[src/rtl/svc_rv_ex_muldiv_pkg.sv]
// Shared M-extension funct3 encodings, also used by decode.
package svc_rv_ex_muldiv_pkg;

  localparam logic [2:0] FUNCT3_MUL    = 3'b000;
  localparam logic [2:0] FUNCT3_MULH   = 3'b001;
  localparam logic [2:0] FUNCT3_MULHSU = 3'b010;
  localparam logic [2:0] FUNCT3_MULHU  = 3'b011;
  localparam logic [2:0] FUNCT3_DIV    = 3'b100;
  localparam logic [2:0] FUNCT3_DIVU   = 3'b101;
  localparam logic [2:0] FUNCT3_REM    = 3'b110;
  localparam logic [2:0] FUNCT3_REMU   = 3'b111;

  function automatic logic f3_signed_div(logic [2:0] f3);
    return (f3 == FUNCT3_DIV) || (f3 == FUNCT3_REM);
  endfunction

endpackage

[src/rtl/svc_rv_divider.sv]
// Iterative unsigned restoring divider: latches operands on start, one quotient
// bit per cycle; done flags the last iteration with quotient/remainder valid alongside it.
module svc_rv_divider #(
  parameter int XLEN = 32
) (
  input  logic            clk,
  input  logic            rst_n,
  input  logic            start,
  input  logic            abort,
  input  logic [XLEN-1:0] dividend,
  input  logic [XLEN-1:0] divisor,
  output logic            done,
  output logic [XLEN-1:0] quotient,
  output logic [XLEN-1:0] remainder
);

  localparam int CW = $clog2(XLEN);

  logic            active;
  logic [CW-1:0]   counter;
  logic [XLEN-1:0] quo;
  logic [XLEN-1:0] rem;
  logic [XLEN-1:0] dvsr;
  logic [XLEN:0]   shifted;
  logic [XLEN:0]   diff;
  logic            fits;
  logic [XLEN-1:0] quo_next;
  logic [XLEN-1:0] rem_next;

  assign shifted  = {rem, quo[XLEN-1]};
  assign diff     = shifted - {1'b0, dvsr};
  assign fits     = !diff[XLEN];
  assign quo_next = {quo[XLEN-2:0], fits};
  assign rem_next = fits ? diff[XLEN-1:0] : shifted[XLEN-1:0];

  // Outputs are the post-step values so the caller can register them on the last edge.
  assign done      = active && (counter == CW'(XLEN - 1));
  assign quotient  = quo_next;
  assign remainder = rem_next;

  always_ff @(posedge clk) begin
    if (!rst_n) begin
      active  <= 1'b0;
      counter <= '0;
      quo     <= '0;
      rem     <= '0;
      dvsr    <= '0;
    end else if (abort) begin
      active  <= 1'b0;
      counter <= '0;
    end else if (start) begin
      active  <= 1'b1;
      counter <= '0;
      quo     <= dividend;
      rem     <= '0;
      dvsr    <= divisor;
    end else if (active) begin
      quo <= quo_next;
      rem <= rem_next;
      if (done) begin
        active  <= 1'b0;
        counter <= '0;
      end else begin
        counter <= counter + 1'b1;
      end
    end
  end

endmodule

[src/rtl/svc_rv_ex_muldiv.sv]
// Multi-cycle RV32M/RV64M execute unit: MUL 3 cycles, DIV XLEN+2 cycles in EX.
// Define SVC_RV_MULDIV_DIV_EARLY_EN to finish x/0 and signed MIN/-1 in 2 cycles.
module svc_rv_ex_muldiv
  import svc_rv_ex_muldiv_pkg::*;
#(
  parameter int XLEN = 32
) (
  input  logic            clk,
  input  logic            rst_n,
  input  logic            flush,
  input  logic            ex_advance,
  input  logic            is_m_ex,
  input  logic [2:0]      funct3_ex,
  input  logic [XLEN-1:0] rs1_data,
  input  logic [XLEN-1:0] rs2_data,
  output logic            busy,
  output logic            result_valid,
  output logic [XLEN-1:0] result
);

  typedef enum logic [1:0] {IDLE, MUL, DIV, DONE} state_t;

  localparam logic [XLEN-1:0] MIN = {1'b1, {(XLEN-1){1'b0}}};

  state_t          state;
  logic [XLEN-1:0] op_a, op_b;
  logic [2:0]      f3;
  logic            q_neg, r_neg, div_zero, div_ovf, valid_q;

  function automatic logic [XLEN-1:0] special_res(logic [2:0] f, logic [XLEN-1:0] a, logic zero);
    if (zero) return f[1] ? a : '1;
    return f[1] ? '0 : MIN;
  endfunction

  // Operand classification done on the raw inputs while in IDLE.
  logic            in_signed, in_zero, in_ovf, early_special, div_start;
  logic [XLEN-1:0] abs_a, abs_b;

  assign in_signed = f3_signed_div(funct3_ex);
  assign in_zero   = (rs2_data == '0);
  assign in_ovf    = in_signed && (rs1_data == MIN) && (rs2_data == '1);
  assign abs_a     = (in_signed && rs1_data[XLEN-1]) ? -rs1_data : rs1_data;
  assign abs_b     = (in_signed && rs2_data[XLEN-1]) ? -rs2_data : rs2_data;
`ifdef SVC_RV_MULDIV_DIV_EARLY_EN
  assign early_special = in_zero || in_ovf;
`else
  assign early_special = 1'b0;
`endif
  assign div_start = (state == IDLE) && is_m_ex && !flush && funct3_ex[2] && !early_special;

  logic            div_done;
  logic [XLEN-1:0] div_q, div_r;

  svc_rv_divider #(.XLEN(XLEN)) u_divider (
    .clk       (clk),
    .rst_n     (rst_n),
    .start     (div_start),
    .abort     (flush),
    .dividend  (abs_a),
    .divisor   (abs_b),
    .done      (div_done),
    .quotient  (div_q),
    .remainder (div_r)
  );

  // One extra sign bit per operand lets a single signed multiply cover all three signedness modes.
  logic                   sa, sb;
  logic signed [2*XLEN+1:0] a_ext, b_ext, prod;
  logic [XLEN-1:0]        mul_res, q_fix, r_fix, div_res;

  assign sa      = (f3 == FUNCT3_MUL) || (f3 == FUNCT3_MULH) || (f3 == FUNCT3_MULHSU);
  assign sb      = (f3 == FUNCT3_MUL) || (f3 == FUNCT3_MULH);
  assign a_ext   = {{(XLEN+2){sa & op_a[XLEN-1]}}, op_a};
  assign b_ext   = {{(XLEN+2){sb & op_b[XLEN-1]}}, op_b};
  assign prod    = a_ext * b_ext;
  assign mul_res = (f3 == FUNCT3_MUL) ? prod[XLEN-1:0] : prod[2*XLEN-1:XLEN];

  assign q_fix   = q_neg ? -div_q : div_q;
  assign r_fix   = r_neg ? -div_r : div_r;
  assign div_res = (div_zero || div_ovf) ? special_res(f3, op_a, div_zero)
                                         : (f3[1] ? r_fix : q_fix);

  assign busy         = rst_n && is_m_ex && !flush && (state != DONE);
  assign result_valid = valid_q && !flush;

  always_ff @(posedge clk) begin
    if (!rst_n) begin
      state    <= IDLE;
      valid_q  <= 1'b0;
      result   <= '0;
      op_a     <= '0;
      op_b     <= '0;
      f3       <= '0;
      q_neg    <= 1'b0;
      r_neg    <= 1'b0;
      div_zero <= 1'b0;
      div_ovf  <= 1'b0;
    end else if (flush) begin
      state   <= IDLE;
      valid_q <= 1'b0;
    end else begin
      unique case (state)
        IDLE: if (is_m_ex) begin
          op_a     <= rs1_data;
          op_b     <= rs2_data;
          f3       <= funct3_ex;
          q_neg    <= in_signed && !in_zero && (rs1_data[XLEN-1] ^ rs2_data[XLEN-1]);
          r_neg    <= in_signed && rs1_data[XLEN-1];
          div_zero <= in_zero;
          div_ovf  <= in_ovf;
          if (!funct3_ex[2]) begin
            state <= MUL;
          end else if (early_special) begin
            result  <= special_res(funct3_ex, rs1_data, in_zero);
            valid_q <= 1'b1;
            state   <= DONE;
          end else begin
            state <= DIV;
          end
        end
        MUL: begin
          result  <= mul_res;
          valid_q <= 1'b1;
          state   <= DONE;
        end
        DIV: if (div_done) begin
          result  <= div_res;
          valid_q <= 1'b1;
          state   <= DONE;
        end
        DONE: if (ex_advance) begin
          valid_q <= 1'b0;
          state   <= IDLE;
        end
        default: state <= IDLE;
      endcase
    end
  end

endmodule

[config.mk]
export PLATFORM = sky130hd
export DESIGN_NAME = svc_rv_ex_muldiv
export DESIGN_NICKNAME = d
export VERILOG_FILES = /design/src/rtl/svc_rv_ex_muldiv_pkg.sv /design/src/rtl/svc_rv_divider.sv /design/src/rtl/svc_rv_ex_muldiv.sv
export SDC_FILE = /design/constraint.sdc
export NUM_CORES = 2
export LEC_CHECK = 0
export ABC_CLOCK_PERIOD_IN_PS = 21000
export CORE_MARGIN = 3
export CORE_UTILIZATION = 45
export DETAILED_ROUTE_END_ITERATION = 7
export SYNTH_ARGS = -nofsm -noshare
export SYNTH_HDL_FRONTEND = slang
export SYNTH_HIERARCHICAL = 1
export SYNTH_SLANG_ARGS = --single-unit
[constraint.sdc]
create_clock -name clk -period 21 [get_ports clk]
set_input_delay 4.2 -clock clk [delete_from_list [all_inputs] [get_ports clk]]
set_output_delay 4.2 -clock clk [all_outputs]
set_load 0.005 [all_outputs]
==> reports/qor.yml <==
track_usage_pct: 27.6
grt_use_met3_pct: 4.35
grt_max_degree: 74
ctsLongestPathBuffers: 3
seq_power_share_pct: 24.3
overflow: 0
drv_cap: 0
post-route-drc-count: 0
synthCells: 6181
crit_chain: "clkdlybuf4s50_1 -> nand2b_1 -> nor3_1 -> clkdlybuf4s50_1"
drt_iter0_markers: 3436
dp_hpwl_um: 129000
holdBufCountCts: 0
min_from: "op_b[17]"
met2_usage_pct: 44.0
r2r-start: "op_a[31]"
skew_ns: 0.0207
p_int_mw: 0.986
timing.hold.worst_endpoint: "op_b[17]"
max_freq_mhz: 99.8
core_region_area_um2: 115000
cts_resized: 0
synthMuxAreaShare_pct: 1.37
final_hold_viol_count: 0
clkPwrFrac_pct: 26.5
via_per_inst: 5.52
fp.dieW_um: 348
status: "finished clean"
worst_slew_pin_slew_ns: 1.10
clock_latency_ns: 0.55
r2r_end: "result[30]"
synth_top_area_cell: "fa_1"
power.density_nw_per_um2: 32.1
setup_viol: 0
yosysWarnings: 6
leakage_nw: 26.2
synthAdderAreaFrac_pct: 49.0
reg2regPathDepth: 27
dp_slack_ns: 11.01
critPathTopFamily: "buffers and inverters"
globalplace.congestion: 0.977
switching_share_pct: 44.4
wl_per_cell_um: 21.9
required_ns: 16.80
rsz0062_at_grt: "no"
combPwrFrac_pct: 49.2
yosys-top-cells-area: "fa_1 (43%), inv_1 (8.9%), nand2_1 (8.4%)"
max_slew_margin_pct: 25.8
worstSetupPathType: "in -> out"
vdd_ir_drop_max_uv: 53.2
top_usage_layer: "met2"
synth_compound_area_share_pct: 9.61
die_area_um2: 121000
netlist.area_leader.share_pct: 42.9
io_buffer_count: 105
fin_crit_ns: 10.02
ioPinCount: 106
nets: 7439
critPathBufInv: 2
htree_num_levels: 1
async_reset_ff_share_pct: 0
grt_pass1_wl_um: 257000
antenna_found_initial: 5
routed_wl_um: 165000
hold_depth: 2
timing.final.ws_setup_ns: 10.98
cts_buffers: 22
cts_setup_buffers: 0
endpoint_kind: "output pin"
final_common_cell: "inv_1"
hold_path.class: "reg -> reg"
setup_tns_ns: 0
ant_nets: 0
area_growth_pct: 5.21
arrival_ns: 5.82
cp_slowest_stage_delay_ns: 0.62
r2r_slack_ns: 11.00
clock-sinks: 208
synth_top_family_by_area: "adder cells"
clk_pin_slew_ns: 0.07
vias: 41500
syn_area_per_cell_um2: 8.50
synth_edf_count: 0
seq_area_frac_synth_pct: 7.93
placementRows: 124
firstDrtPassIters: 5
fin_crit_sh_pct: 47.7
holdWs_ns: 0.456
synth_flop_cell: "dfxtp_1"
synth_simple_gate_area_share_pct: 16.3
final_cell_mix: "inv_1 (1248), nand2_1 (1175), fa_1 (1126)"
drive_gt1_share_pct: 3.65
die_y_um: 348
crit_top_cell: "clkdlybuf4s50_1"
synth-xor-area-share_pct: 3.53
start_kind: "input port"
crit_slowest_cell: "clkdlybuf4s50_1"
synth_seq_cells: 208
synth_cell_types: 94
synthesis.nets: 7633
clockRootBuffer: "clkbuf_16"
path_max_fanout: 10
grt.met1_usage_pct: 38.4
switching_power_mw: 0.786
synthesis.area_um2: 52500
cts_tree: "built"
report.final.slew_viol_count: 0
initial_core_util_pct: 45.6
first_global_vias: 42700
==> cells in the mapped netlist (all sizes together), types with 10 or more instances <==
library cell,n
fa,1126
buf,55
a21o,61
nand2b,26
nor2b,18
o22ai,10
a21boi,38
dfxtp,208
a31oi,23
o211ai,28
nor4,20
o21a,15
nand3,32
clkbuf,358
nand2,1175
a211oi,19
or4,12
nand4,38
mux2,23
nor2,145
o41ai,18
xor2,92
or2,16
o31ai,30
nor3,39
a22o,27
and2,299
or3,25
o21ai,155
inv,1251
xnor2,120
ha,254
mux2i,45
o211a,36
and3,16
a21oi,220
o21bai,13
==> flip-flops by register name, indices dropped and copies added (netlist names), 2 cells and up <==
register,count
u_divider/counter,5
u_divider/rem,32
result,32
op_a,32
u_divider/dvsr,32
state,2
u_divider/quo,32
f3,3
op_b,32
==> power by group through the flow <==
stage                     sequential [mW]  clock [mW]  combinational, mW
after floorplan                     0.424           0              0.583
after global placement              0.439           0              0.849
after detailed placement            0.439           0              0.854
after CTS                           0.430       0.473              0.860
after global routing                0.432       0.491              0.947
final                               0.431       0.470              0.872
==> worst register-to-register path, cell delays in order, from the launching register on <==
cell	delay, ns
dfxtp_1	0.31
buf_4	0.44
inv_1	0.18
a211oi_4	0.17
buf_4	0.42
nand2_1	0.17
inv_1	0.15
fa_1	0.51
fa_1	0.56
fa_1	0.89
inv_1	0.21
fa_1	0.58
inv_1	0.58
fa_1	0.58
fa_1	0.52
fa_1	0.50
inv_1	0.05
fa_1	0.47
inv_1	0.04
ha_1	0.45
nand2_1	0.18
nor3_1	0.38
nand2_1	0.09
o311ai_1	0.44
o21ai_0	0.30
or3_1	0.43
a41oi_1	0.19
a41oi_1	0.06
==> worst max-delay path by stage <==
stage,end,startpoint,slack (ns),cells after the start
after global placement,busy,flush,11.02,4
final,busy,flush,10.98,4
after floorplan,busy,rst_n,12.24,3
after detailed placement,busy,flush,11.01,4
after global routing,result[30],op_a[31],10.36,27
after CTS,result[30],op_a[31],10.98,27
==> logic make-up after synthesis <==
kind of cell               count (synthesis)
muxes                                     68
DFF                                      208
AOI/OAI and AO/OA                        762
adders and majority gates               1380
xor gates and xnor gates                 212
and+or+nand+nor                         1884
buffers and inverters                   1667
==> metrics by stage <==
stage / power (mW) / std cells / instance area, um^2 / util, %
3_3_place_gp: 1.29 / 7475 / 54400 / 47.3
5_1_grt: 1.87 / 7515 / 55300 / 48.0
2_1_floorplan: 1.01 / 6181 / 52500 / -
6_report: 1.77 / 7519 / 55300 / 48.0
3_5_place_dp: 1.29 / 7475 / 54400 / 47.3
4_1_cts: 1.76 / 7515 / 55300 / 48.0
==> layer usage <==
| metal | up-vias | wire, um |
|---|---|---|
| met4 | 2 | 7750 |
| met5 | - | 13 |
| met3 | 275 | 12700 |
| met1 | 21400 | 70200 |
| li1 | 18300 | - |
| met2 | 1549 | 73900 |
==> layout make-up <==
class,instances,area [um^2]
antenna,4,10.0
sequential,208,4170
clock buffer,30,652
multi-input combinational,4306,41900
tap,1512,1890
fill,11300,59800
clock inverter,10,188
inverter,1252,4700
timing repair buffer,197,1740
No activity file was read; power rests on OpenSTA's default activity.
